===== src/rtl/bcd_pkg.sv =====
// Shared BCD types, constants and helpers for the decade counter family.
package bcd_pkg;

    typedef logic [3:0] bcd_digit_t;

    localparam bcd_digit_t BCD_MAX  = 4'd9;
    localparam bcd_digit_t BCD_ZERO = 4'd0;

    // Clamp a raw nibble into the legal BCD range so no register ever holds A..F.
    function automatic bcd_digit_t bcd_sat(input bcd_digit_t d);
        return (d > BCD_MAX) ? BCD_MAX : d;
    endfunction

    function automatic logic bcd_invalid(input bcd_digit_t d);
        return d > BCD_MAX;
    endfunction

endpackage : bcd_pkg


===== src/rtl/bcd_down_counter_if.sv =====
// Control and status bundle of one bcd_down_counter instance.
interface bcd_down_counter_if #(
    parameter int DIGITS = 4
);

    logic                  clr;
    logic                  load;
    logic [4*DIGITS-1:0]   load_val;
    logic                  en;
    logic                  bin;
    logic [4*DIGITS-1:0]   count;
    logic                  bout;
    logic                  zero;
    logic                  err;

    modport master (
        output clr, load, load_val, en, bin,
        input  count, bout, zero, err
    );

    modport slave (
        input  clr, load, load_val, en, bin,
        output count, bout, zero, err
    );

endinterface : bcd_down_counter_if


===== src/rtl/bcd_digit_dn.sv =====
// One BCD digit register with clear > load > decrement priority.
module bcd_digit_dn
    import bcd_pkg::*;
(
    input  logic       clk,
    input  logic       rst_n,
    input  logic       clr,
    input  logic       ld,
    input  bcd_digit_t ld_val,
    input  logic       dec,
    output bcd_digit_t q,
    output logic       is_zero
);

    // NOTE: state registers use non-blocking assignments so every digit samples
    // the pre-edge value of its neighbours' is_zero, exactly like real flops.
    always_ff @(posedge clk or negedge rst_n) begin
        if (!rst_n) begin
            q <= BCD_ZERO;
        end else if (clr) begin
            q <= BCD_ZERO;
        end else if (ld) begin
            q <= bcd_sat(ld_val);
        end else if (dec) begin
            q <= (q == BCD_ZERO) ? BCD_MAX : q - 4'd1;
        end
    end

    assign is_zero = (q == BCD_ZERO);

endmodule : bcd_digit_dn


===== src/rtl/bcd_down_counter.sv =====
// Loadable, cascadable BCD down-counter of DIGITS decades with ripple borrow-out
// and registered zero / load-error flags.
module bcd_down_counter
    import bcd_pkg::*;
#(
    parameter int DIGITS = 4
) (
    input  logic               clk,
    input  logic               rst_n,
    bcd_down_counter_if.slave  bus
);

    localparam int W = 4 * DIGITS;

    logic [W-1:0]      count;
    logic [DIGITS-1:0] is_zero;
    logic [DIGITS-1:0] borrow;
    logic [DIGITS-1:0] bad;
    logic              step;
    logic              all_zero;
    logic              upper_zero;
    logic              any_bad;
    logic              zero_q;
    logic              zero_nxt;
    logic              err_q;
    logic              err_nxt;

    // A decrement happens only when neither clear nor load claims the edge.
    assign step = bus.en & bus.bin & ~bus.load & ~bus.clr;

    for (genvar k = 0; k < DIGITS; k++) begin : g_digit
        if (k == 0) begin : g_lsd
            assign borrow[k] = 1'b1;
        end else begin : g_upper
            assign borrow[k] = borrow[k-1] & is_zero[k-1];
        end

        assign bad[k] = bcd_invalid(bus.load_val[4*k +: 4]);

        bcd_digit_dn u_digit (
            .clk     (clk),
            .rst_n   (rst_n),
            .clr     (bus.clr),
            .ld      (bus.load),
            .ld_val  (bus.load_val[4*k +: 4]),
            .dec     (step & borrow[k]),
            .q       (count[4*k +: 4]),
            .is_zero (is_zero[k])
        );
    end

    assign all_zero = &is_zero;
    assign any_bad  = |bad;

    // NOTE: every variable assigned in an always_comb gets a default first, so no
    // path leaves it unassigned and no latch is inferred.
    always_comb begin
        upper_zero = 1'b1;
        for (int k = 1; k < DIGITS; k++) begin
            upper_zero = upper_zero & is_zero[k];
        end
    end

    // Flags track the next count so they line up with count in the same cycle.
    always_comb begin
        zero_nxt = zero_q;
        err_nxt  = err_q;
        if (bus.clr) begin
            zero_nxt = 1'b1;
            err_nxt  = 1'b0;
        end else if (bus.load) begin
            // Saturation never turns a non-zero digit into zero.
            zero_nxt = (bus.load_val == '0);
            err_nxt  = any_bad;
        end else if (step) begin
            zero_nxt = upper_zero & (count[3:0] == 4'd1);
        end
    end

    always_ff @(posedge clk or negedge rst_n) begin
        if (!rst_n) begin
            zero_q <= 1'b1;
            err_q  <= 1'b0;
        end else begin
            zero_q <= zero_nxt;
            err_q  <= err_nxt;
        end
    end

    assign bus.count = count;
    assign bus.zero  = zero_q;
    assign bus.err   = err_q;
    assign bus.bout  = step & all_zero;

endmodule : bcd_down_counter


===== src/flat_wrapper.sv =====
// flat-port wrapper written by rule: the top's interface ports become plain ports
module bcd_down_counter_flat import bcd_pkg::*;
#(
    parameter int DIGITS = 4
)
  (clk, rst_n, bus_clr, bus_load, bus_load_val, bus_en, bus_bin, bus_count, bus_bout, bus_zero, bus_err);
  bcd_down_counter_if #(.DIGITS(DIGITS)) bus_i ();
  input  logic clk;
  input  logic rst_n;
  input wire logic [$bits(bus_i.clr)-1:0] bus_clr;
  input wire logic [$bits(bus_i.load)-1:0] bus_load;
  input wire logic [$bits(bus_i.load_val)-1:0] bus_load_val;
  input wire logic [$bits(bus_i.en)-1:0] bus_en;
  input wire logic [$bits(bus_i.bin)-1:0] bus_bin;
  output wire logic [$bits(bus_i.count)-1:0] bus_count;
  output wire logic [$bits(bus_i.bout)-1:0] bus_bout;
  output wire logic [$bits(bus_i.zero)-1:0] bus_zero;
  output wire logic [$bits(bus_i.err)-1:0] bus_err;
  assign bus_i.clr = bus_clr;
  assign bus_i.load = bus_load;
  assign bus_i.load_val = bus_load_val;
  assign bus_i.en = bus_en;
  assign bus_i.bin = bus_bin;
  assign bus_count = bus_i.count;
  assign bus_bout = bus_i.bout;
  assign bus_zero = bus_i.zero;
  assign bus_err = bus_i.err;
  bcd_down_counter #(.DIGITS(DIGITS)) u_core (.clk(clk), .rst_n(rst_n), .bus(bus_i));
endmodule

===== config.mk =====
export PLATFORM = sky130hd
export DESIGN_NAME = bcd_down_counter_flat
export DESIGN_NICKNAME = d
export VERILOG_FILES = /design/src/rtl/bcd_pkg.sv /design/src/rtl/bcd_down_counter_if.sv /design/src/rtl/bcd_digit_dn.sv /design/src/rtl/bcd_down_counter.sv /design/src/flat_wrapper.sv
export SDC_FILE = /design/constraint.sdc
export NUM_CORES = 1
export LEC_CHECK = 0
export ABC_AREA = 1
export CAP_MARGIN = 20
export CORE_MARGIN = 3
export CORE_UTILIZATION = 35
export CTS_BUF_LIST = sky130_fd_sc_hd__clkbuf_4 sky130_fd_sc_hd__clkbuf_8
export CTS_CLUSTER_DIAMETER = 100
export DETAILED_ROUTE_END_ITERATION = 8
export GPL_TIMING_DRIVEN = 0
export HOLD_SLACK_MARGIN = 0.06
export PLACE_DENSITY = 0.67
export SYNTH_ARGS = -nofsm -noshare
export SYNTH_HDL_FRONTEND = slang
export SYNTH_SLANG_ARGS = --single-unit

===== constraint.sdc =====
create_clock -name clk -period 1.74 [get_ports clk]
set_input_delay 0.174 -clock clk [delete_from_list [all_inputs] [get_ports clk]]
set_output_delay 0.174 -clock clk [all_outputs]
set_load 0.01 [all_outputs]

==> summary.md <==
| Metric | Value |
|---|---|
| Layout area overhead | `40.5%` |
| Final Hold Slack | `between 200 and 300 ps` |
| Initial antenna violation count | `0` |
| CP Class | `register to output pin` |
| Fillers | `roughly 410` |
| Root Buffer | `clkbuf_8` |
| Hold crit path type | `input pin to register` |
| Synthesized area | `1490 µm²` |
| WL met3 | `175 µm` |
| Crit path max fanout | `6` |
| Biggest area consumer among synthesized cells | `dfrtp_1` |
| Layout cell share with drive strength beyond 1 | `0.159` |
| I/O Buffers | `38` |
| Max incr delay on CP | `slightly above 400 ps` |
| Switching power share of the total | `0.348` |
| Top layer in use | `met4` |
| Crit start category | `register` |
| Yosys cell types | `26` |
| Drt via density | `roughly 4.8` |
| Vias in the first global route | `around 1500` |
| Max-Slew Margin vs Limit | `0.416` |
| Max Root-Sink Buffers | `2` |
| Final nets | `about 300` |
| WL final | `between 3000 and 4000 µm` |
| Initial DRT Pass Iterations | `4` |
| Pwr Density | `roughly 720 nW/µm²` |
| Synth top area share | `0.285` |
| Hpwl dp | `a little under 3000 µm` |
| Final Cell Area | `about 2100 µm²` |
| Critical path endpoint category | `output pin` |
| Syn_nets | `254` |
| Worst VDD drop | `0.437 mV` |
| CP max-delay cell | `dfrtp_1` |
| Post-synthesis register bit count | `18` |
| Critical path, cell by cell | `inv_2, ha_1, nand2_2, nor2_4, nand2_4, nor2_1, buf_2` |
| Final Critical Period | `roughly 1700 ps` |
| Reg clk slew, reported paths | `approximately 70 ps` |
| Largest net degree at the start of global routing | `19` |
| Warnings from Yosys | `0` |
| Slew @ Worst Pin | `about 870 ps` |
| Status | `complete, no violations` |
| DRT iter0 DRCs | `around 120` |
| FMAX | `between 600 and 700 MHz` |
| Ranking of synthesized cells by area | `dfrtp_1 29%, nand2_1 15%, nand3_1 9.1%` |
| Die width | `roughly 71 µm` |
| Global-route usage over all layers | `0.164` |
| Power Internal | `just under 1 mW` |
| Sink Count | `18` |
| Number of buffers created by CTS | `3` |
| Top Ports | `41` |
| DIE AREA | `roughly 5000 µm²` |
| N_diodes | `0` |
| Met2 Wirelength | `1780 µm` |
| GPL Wtd Cong | `around 0.87` |
| CORE AREA | `around 4100 µm²` |
| CTS H-tree lvls | `1` |
| Global-route wire length before repair | `between 6000 and 7000 µm` |
| Max_cap viols | `0` |
| Worst EP required | `1570 ps` |
| Hold buffers post-CTS | `0` |
| Final worst slack | `slightly below 90 ps` |
| Placed Area | `1930 µm²` |
| Place WS | `-210 ps` |
| Pins Over Slew Limit | `0` |
| Post-DRT Antenna Nets | `0` |
| Clock latency on the worst-skew pair | `260 ps` |
| Final hold viol count | `0` |
| Vias after detailed routing | `1563` |
| Syn Inst Count | `223` |
| CTS tree | `done` |
| Wire length per cell | `11.8 µm` |
| Total net switching power | `between 0.5 and 0.6 mW` |
| FP Rows | `23` |
| Fin crit share | `0.949` |
| Sequential power share | `0.346` |
| Clk pwr share | `0.233` |
| GRT Residual Overflow | `0` |
| Combinational share of power | `0.421` |
| WL met1 | `approximately 1800 µm` |
| Final Util | `0.516` |
| Setup violators final | `0` |
| Remaining DRCs | `0` |
| Sequential share of the synthesized area | `0.303` |
| Final Skew | `approximately 5.2 ps` |
| Avg Inst Size Synth | `between 6 and 7 µm²` |
| Arrival @ worst endpoint | `approximately 1500 ps` |
| Die Ht | `just over 70 µm` |
| Leakage power | `roughly 1.1 nW` |
| Initial core utilization | `0.367` |
final timing paths:
| check | start | to | slack, ps | cells past startpoint |
|---|---|---|---|---|
| setup / recovery | u_core.g_digit[1].u_digit.q[0]$_DFFE_PN0P_ | bus_bout | 90 | 7 |
| hold / removal | bus_clr | u_core.g_digit[3].u_digit.q[2]$_DFFE_PN0P_ | 290 | 4 |
| setup reg to reg | u_core.g_digit[1].u_digit.q[0]$_DFFE_PN0P_ | u_core.bus.zero$_DFFE_PN1P_ | 310 | 10 |
| hold reg to reg | u_core.bus.zero$_DFFE_PN1P_ | u_core.bus.zero$_DFFE_PN1P_ | 520 | 2 |
| max in group asynchronous | rst_n | u_core.g_digit[1].u_digit.q[0]$_DFFE_PN0P_ | 790 | 1 |
| min in group asynchronous | rst_n | u_core.g_digit[3].u_digit.q[0]$_DFFE_PN0P_ | 410 | 1 |
power groups by stage:
stage	Combinational [mW]	Sequential [mW]	Clock, mW
after floorplan	0.319	0.542	0
after global placement	0.553	0.526	0
final	0.633	0.519	0.350
after global routing	0.715	0.528	0.387
after CTS	0.589	0.519	0.373
after detailed placement	0.560	0.526	0
cell type report:
class / count / area, µm² / share of cell area
buffer: 3 / 23.8 / 0.0114
sequential: 18 / 452 / 0.216
tap: 50 / 62.6 / 0.0299
clock buffer: 4 / 55.1 / 0.0263
multi-input combinational: 166 / 900 / 0.430
timing repair buffer: 50 / 465 / 0.222
inverter: 36 / 135 / 0.0646
synthesized netlist by cell type:
library cell and number:
nand2_1 58, inv_1 32, nor2_1 29, nand3_1 27
dfrtp_1 17, ha_1 9, a21oi_1 8, o21ai_0 7
o22ai_1 7, nand2_4 4, nand4_1 3, xnor2_1 3
clkinv_1 2, inv_2 2, nand2_2 2, nor2_2 2
nor2_4 2, buf_2 1, buf_4 1, buf_6 1
dfstp_2 1, nand3b_1 1, nor2_8 1, nor3_1 1
o21ai_2 1, o21bai_1 1
logic make-up (layout without fill, tap and decap cells):
logic type / count (synthesis) / after routing / synth area share
xor gates and xnor gates: 3 / 3 / 0.0176
and+or+nand+nor: 130 / 130 / 0.406
AOI/OAI and AO/OA: 24 / 24 / 0.0907
buffers and inverters: 39 / 93 / 0.107
adders and majority gates: 9 / 9 / 0.0756
DFF: 18 / 18 / 0.303
state kept, by name (all words and copies together) (netlist names):
name / flops
u_core.g_digit.u_digit.q: 16
u_core.bus.zero: 1
u_core.bus.err: 1
cell usage in the layout, fill, tap and decap left out, types with 3 or more instances in the layout:
cell type        instances
nor2_1                  29
ha_1                     8
inv_2                    8
clkdlybuf4s50_1         37
o21ai_0                  7
nand2_4                  4
nand3_1                 26
inv_1                   26
nand2_2                  3
nand4_1                  3
dfrtp_1                 17
buf_4                   13
clkbuf_8                 4
nand2_1                 57
a21oi_1                  8
o22ai_1                  7
xnor2_1                  3
repair_timing:
action                     4_1_cts  5_1_grt
buffers inserted                 4        8
resized for setup               12        2
setup endpoints to repair        1        1
pin swaps                        1        3
routing by layer:
layer | vias to the layer above | track usage
li1 | 813 | -
met1 | 707 | 0.229
met2 | 38 | 0.249
met3 | 5 | 0.0337
met4 | 0 | 0.0647
met5 | - | 0
stage by stage:
stage                     setup TNS (ps)  total power [mW]  std cells
after CTS                              0              1.48        319
after global placement              -210              1.08        311
final                                  0              1.50        327
after global routing              -0.672              1.63        327
after floorplan                        0             0.861        223
after detailed placement            -210              1.09        311
worst max-delay path, delay by kind of cell (launching register included):
kind | cells | cell delay [ps]
adder cells (fa/ha/maj) | 1 | 150
buffers and inverters | 2 | 220
flip-flops | 1 | 410
AND/OR/NAND/NOR | 4 | 420
Note: power is estimated with default switching activity, not from simulation.
